### src/rtl/aes_spi_slave_if.sv
`default_nettype none
// ============================================================================
// Module   : aes_spi_slave_if
// Brief    : Serial link between SPI-style master and the AES slave front end.
// Revision : 1.0 - initial release
// ============================================================================
interface aes_spi_slave_if;
  logic cs_n;
  logic mosi;
  logic mosi_valid;
  logic miso;
  logic miso_valid;

  modport master (output cs_n, output mosi, output mosi_valid,
                  input  miso, input  miso_valid);
  modport slave  (input  cs_n, input  mosi, input  mosi_valid,
                  output miso, output miso_valid);
endinterface
`default_nettype wire

### src/rtl/aes_spi_slave.sv
`default_nettype none
// ============================================================================
// Module   : aes_spi_slave
// Brief    : Receives a message+key frame serially, hands it to a cipher core,
//            and streams the core result back MSB first.
// Revision : 1.0 - initial release
// ============================================================================
module aes_spi_slave #(
  parameter int NK = 4,
  parameter int NB = 4
) (
  input  wire                 in_clk,
  input  wire                 rst,
  aes_spi_slave_if.slave      spi,
  output logic [32*NB-1:0]    core_msg_o,
  output logic [32*NK-1:0]    core_key_o,
  output logic                core_start_o,
  input  wire                 core_done_i,
  input  wire  [32*NB-1:0]    core_result_i,
  output logic                busy_o
);

  localparam int MW = 32 * NB;
  localparam int KW = 32 * NK;
  localparam int FW = MW + KW;
  localparam int CW = $clog2(FW + 1);

  localparam logic [CW-1:0] FRAME_LAST = CW'(FW - 1);
  localparam logic [CW-1:0] SEND_LAST  = CW'(MW);

  typedef enum logic [1:0] {
    S_IDLE = 2'd0,
    S_RECV = 2'd1,
    S_CORE = 2'd2,
    S_SEND = 2'd3
  } state_t;

  state_t          state_q, state_d;
  logic [CW-1:0]   cnt_q, cnt_d;
  // Holds all frame bits but the final one, which is taken straight from mosi.
  logic [FW-2:0]   shift_q, shift_d;
  // Top bit is already on miso; the remaining result bits follow.
  logic [MW-1:0]   tx_q, tx_d;
  logic [MW-1:0]   msg_q, msg_d;
  logic [KW-1:0]   key_q, key_d;
  logic            start_q, start_d;
  logic            miso_q, miso_d;
  logic            mval_q, mval_d;

  // Next-state and datapath decisions; cs_n high always wins over data/done.
  always_comb begin
    state_d = state_q;
    cnt_d   = cnt_q;
    shift_d = shift_q;
    tx_d    = tx_q;
    msg_d   = msg_q;
    key_d   = key_q;
    start_d = 1'b0;
    miso_d  = 1'b0;
    mval_d  = 1'b0;

    case (state_q)
      S_IDLE: begin
        if (!spi.cs_n && spi.mosi_valid) begin
          shift_d = {{(FW-2){1'b0}}, spi.mosi};
          cnt_d   = CW'(1);
          state_d = S_RECV;
        end
      end

      S_RECV: begin
        if (spi.cs_n) begin
          shift_d = '0;
          cnt_d   = '0;
          state_d = S_IDLE;
        end else if (spi.mosi_valid) begin
          if (cnt_q == FRAME_LAST) begin
            {msg_d, key_d} = {shift_q, spi.mosi};
            start_d = 1'b1;
            shift_d = '0;
            cnt_d   = '0;
            state_d = S_CORE;
          end else begin
            shift_d = {shift_q[FW-3:0], spi.mosi};
            cnt_d   = cnt_q + CW'(1);
          end
        end
      end

      S_CORE: begin
        if (spi.cs_n) begin
          state_d = S_IDLE;
        end else if (core_done_i) begin
          miso_d  = core_result_i[MW-1];
          mval_d  = 1'b1;
          tx_d    = {core_result_i[MW-2:0], 1'b0};
          cnt_d   = CW'(1);
          state_d = S_SEND;
        end
      end

      S_SEND: begin
        if (spi.cs_n || (cnt_q == SEND_LAST)) begin
          tx_d    = '0;
          cnt_d   = '0;
          state_d = S_IDLE;
        end else begin
          miso_d  = tx_q[MW-1];
          mval_d  = 1'b1;
          tx_d    = {tx_q[MW-2:0], 1'b0};
          cnt_d   = cnt_q + CW'(1);
        end
      end

      default: begin
        state_d = S_IDLE;
      end
    endcase
  end

  // State and datapath registers with asynchronous clear.
  always_ff @(posedge in_clk or posedge rst) begin
    if (rst) begin
      state_q <= S_IDLE;
      cnt_q   <= '0;
      shift_q <= '0;
      tx_q    <= '0;
      msg_q   <= '0;
      key_q   <= '0;
      start_q <= 1'b0;
      miso_q  <= 1'b0;
      mval_q  <= 1'b0;
    end else begin
      state_q <= state_d;
      cnt_q   <= cnt_d;
      shift_q <= shift_d;
      tx_q    <= tx_d;
      msg_q   <= msg_d;
      key_q   <= key_d;
      start_q <= start_d;
      miso_q  <= miso_d;
      mval_q  <= mval_d;
    end
  end

  assign spi.miso       = miso_q;
  assign spi.miso_valid = mval_q;
  assign core_msg_o     = msg_q;
  assign core_key_o     = key_q;
  assign core_start_o   = start_q;
  assign busy_o         = (state_q != S_IDLE);

endmodule
`default_nettype wire

### src/flat_wrapper.sv
// flat-port wrapper written by rule: the top's interface ports become plain ports
module aes_spi_slave_flat 
#(
  parameter int NK = 4,
  parameter int NB = 4
)
  (in_clk, rst, core_msg_o, core_key_o, core_start_o, core_done_i, core_result_i, busy_o, spi_cs_n, spi_mosi, spi_mosi_valid, spi_miso, spi_miso_valid);
  aes_spi_slave_if spi_i ();
  input  wire in_clk;
  input  wire rst;
  output logic [32*NB-1:0] core_msg_o;
  output logic [32*NK-1:0] core_key_o;
  output logic core_start_o;
  input  wire core_done_i;
  input  wire  [32*NB-1:0] core_result_i;
  output logic busy_o;
  input wire logic [$bits(spi_i.cs_n)-1:0] spi_cs_n;
  input wire logic [$bits(spi_i.mosi)-1:0] spi_mosi;
  input wire logic [$bits(spi_i.mosi_valid)-1:0] spi_mosi_valid;
  output wire logic [$bits(spi_i.miso)-1:0] spi_miso;
  output wire logic [$bits(spi_i.miso_valid)-1:0] spi_miso_valid;
  assign spi_i.cs_n = spi_cs_n;
  assign spi_i.mosi = spi_mosi;
  assign spi_i.mosi_valid = spi_mosi_valid;
  assign spi_miso = spi_i.miso;
  assign spi_miso_valid = spi_i.miso_valid;
  aes_spi_slave #(.NK(NK), .NB(NB)) u_core (.in_clk(in_clk), .rst(rst), .spi(spi_i), .core_msg_o(core_msg_o), .core_key_o(core_key_o), .core_start_o(core_start_o), .core_done_i(core_done_i), .core_result_i(core_result_i), .busy_o(busy_o));
endmodule
### config.mk
export PLATFORM = sky130hd
export DESIGN_NAME = aes_spi_slave_flat
export DESIGN_NICKNAME = d
export VERILOG_FILES = /design/src/rtl/aes_spi_slave_if.sv /design/src/rtl/aes_spi_slave.sv /design/src/flat_wrapper.sv
export SDC_FILE = /design/constraint.sdc
export NUM_CORES = 2
export LEC_CHECK = 0
export BUFFER_PORTS_ARGS = -buffer_cell sky130_fd_sc_hd__buf_4
export CORE_MARGIN = 2
export CORE_UTILIZATION = 57
export DETAILED_ROUTE_END_ITERATION = 6
export HOLD_SLACK_MARGIN = 0.03
export PLACE_DENSITY = 0.9
export SYNTH_ARGS = -nofsm -noshare
export SYNTH_HDL_FRONTEND = slang
export SYNTH_SLANG_ARGS = --single-unit
### constraint.sdc
create_clock -name in_clk -period 36.5 [get_ports in_clk]
set_input_delay 10.95 -clock in_clk [delete_from_list [all_inputs] [get_ports in_clk]]
set_output_delay 10.95 -clock in_clk [all_outputs]
set_load 0.005 [all_outputs]
==> results.ini <==
[sta]
fin_crit_sh_pct=37.3
setup_repair_after_global_routing_missed_its_margin=false
finalMaxSlewViolations=0
totalNegativeSetupSlack_ps=0
relSlewSlack_pct=2.75
worst_pin_slew_ps=1460
clock.fmax_ghz=0.0734
hold_viol_final=0
timing.final.setup_violations=0
final.setup_skew_ps=9.74
period_minus_slack_ps=13630

[drt]
postRouteAntennaNets=0
postRouteWirelength_um=58400
num_vias=16600
firstDrtPassIters=5
post-route-drc-count=0
drtIter0Drc=1460
vias_per_cell=5.80
post_drt_wl_per_cell_um=20.4

[cells_and_area]
layout_cells_excl_fill=2866
drive_above_1_share_pct=34.3
antenna_cells_inserted=0
finalNetCount=2366
area_growth_syn_to_layout_pct=21.2

[setup_path]
worstSetupEndpointType=async pin
worst_path_most_repeated_cell=buf_4
crit_path_max_fanout=118
timing.critical_path.cells=buf_4 -> inv_8 -> buf_4 -> buf_4 -> buf_4
timing.critical_path.from_type=input port
worst-endpoint-arrival_ps=14270
critical_path_required_ps=37150
critical_path.slowest_cell=buf_4
worst_path_largest_cell_delay_ps=920
ws_path_type=input port to async pin

[clocking]
post_cts_buffers=0
insertion_delay_ps=620
clk_transition_reported_paths_ps=60
max-clock-path-buffers=3
cts_sinks=652
ctsResizeCount=0
cts_tree=yes
cts-root-buf=clkbuf_16
cts_buf_count=61
hold_buffers=0
cts_htree_levels=2

[flow_run]
drv.max_cap_violation_count=0

[global_route]
grt.total_usage_pct=25.4
first_pass_grt_wire_length_um=94200
grt_pass1_vias=17000
grt_max_degree=255
grt.overflow.total=0
grt_antenna_before_repair=0

[placement]
hpwl_um=36100
dp_cells=2756
port_buffers=393
gp_routability_congestion=0.828

[synthesis]
postSynthRegisterBits=652
synth_seq_area_share_pct=64.6
synth_area_per_inst_um2=13.3
synth_cell_types=40
ys_async_rst_share_pct=100
syn_inst=1896
synth.cell_area_um2=25300
ys.flop_type=dfrtp_1
synth-edff-count=0
synth_fp_nets=2035
yosys_warnings=0

[floorplan]
horizontal_die_dimension_um=215
die_height_um=215
starting_density_pct=57.4
fp.coreArea_um2=44000
design.die.area_um2=46000
num_io_pins=394
std_cell_rows=77

[power_and_ir_drop]
static-leakage-power_nw=15.5
ir_worst_vdd_mv=0.0408
p_per_area_nw_per_um2=55.5

[outcome]
outcome=completed

[min_path]
worstHoldPathType=register to register

## worst paths after layout
check                                                    from                                end  slack (ps)  depth (start not counted)
worst min register to register    u_core.tx_q[83]$_DFFE_PP0P_        u_core.tx_q[83]$_DFFE_PP0P_         480                          2
min in group asynchronous                                 rst          u_core.spi.miso$_DFF_PP0_       10510                          2
worst max-delay path                                      rst  u_core.core_msg_o[63]$_DFFE_PP0P_       22870                          5
worst min-delay path              u_core.tx_q[83]$_DFFE_PP0P_        u_core.tx_q[83]$_DFFE_PP0P_         480                          2
max in group in_clk                                  spi_cs_n  u_core.core_msg_o[77]$_DFFE_PP0P_       23330                          5
worst max register to register  u_core.state_q[0]$_DFFE_PP0P_     u_core.shift_q[59]$_DFFE_PP0P_       32820                          5
## layout by cell type (no fill, tap or decap), drive strengths merged, types with 7 or more instances in the layout
cell	count
a21oi	135
a22o	257
buf	413
bufinv	12
clkbuf	82
clkinv	8
clkinvlp	7
dfrtp	652
inv	9
mux2	256
nand2	131
nor2b	127
o21ai	135
## cells in the mapped netlist (2+ instances only)
library cell	n	share of area (%)
and3_1	4	0.099
nand2b_1	3	0.074
or3_1	2	0.050
nand2_1	131	1.9
clkbuf_1	72	1.1
dfrtp_1	652	65
a22o_1	257	8.9
nand3_1	3	0.059
o21ai_1	67	1.3
mux2i_1	2	0.079
inv_1	8	0.12
or2_2	3	0.074
buf_4	23	0.68
nor2_1	2	0.030
mux2_2	256	11
buf_1	2	0.030
o31ai_1	6	0.18
o21ai_0	67	1.3
a21oi_1	134	2.7
buf_6	11	0.49
ha_1	5	0.25
nor2b_1	127	3.1
buf_2	37	0.73
nor3_1	2	0.040
or4_1	5	0.15
## layer usage
metal  global-route usage, %  part of all wire [%]  up-vias
met3                    6.10                   6.8       99
met1                    34.5                    41     8502
met5                       0                     0        -
li1                        -                     -     7445
met2                    41.3                    49      591
met4                    7.59                   2.7        0
## through the flow
| step | utilization [%] | setup WS (ps) | instance area [um^2] | power [mW] | hold slack (ps) |
|---|---|---|---|---|---|
| floorplan | - | 7280 | 25300 | 0.965 | 450 |
| global placement | 64.5 | 22190 | 28400 | 1.00 | 462 |
| detailed placement | 64.5 | 22050 | 28400 | 1.02 | 471 |
| CTS | 69.6 | 22690 | 30600 | 1.71 | 486 |
| global route | 69.6 | 22180 | 30600 | 1.78 | 504 |
| finish | 69.6 | 22870 | 30600 | 1.70 | 480 |
## logic make-up (layout without fill, tap and decap cells)
logic type	count (synthesis)	count (layout)	share of synthesized area, %
AO/OA/AOI/OAI	537	537	14.6
AND/OR/NAND/NOR	291	291	5.97
flip-flops	652	652	64.6
buffers and inverters	153	531	3.12
adder cells (fa/ha/maj)	5	5	0.248
multiplexers	258	258	11.5
## worst max-delay path: cells and delay by family
family	cells	cell delay (ps)
buf+inv	5	3200
## report_power, final
group / switching, mW / total (mW) / leakage, nW / internal [mW]
logic: 0.104 / 0.161 / 5.44 / 0.0574
clock network: 0.276 / 0.694 / 1.07 / 0.418
registers: 0.0494 / 0.844 / 8.97 / 0.795
total: 0.429 / 1.70 / 15.5 / 1.27
## area by class of cell
type / instances / area, um^2
inverter: 8 / 37.5
tap: 592 / 741
multi-input combinational: 1091 / 8190
sequential: 652 / 16300
fill: 2843 / 13400
clock inverter: 28 / 484
clock buffer: 82 / 1740
timing repair buffer: 413 / 3110
## state kept, by name, summed over array words and instances (netlist names)
signal	cells
u_core.cnt_q	9
u_core.core_key_o	128
u_core.core_msg_o	128
u_core.core_start_o	1
u_core.shift_q	255
u_core.spi.miso	1
u_core.spi.miso_valid	1
u_core.state_q	2
u_core.tx_q	127
Power figures use the tool's default switching activity.
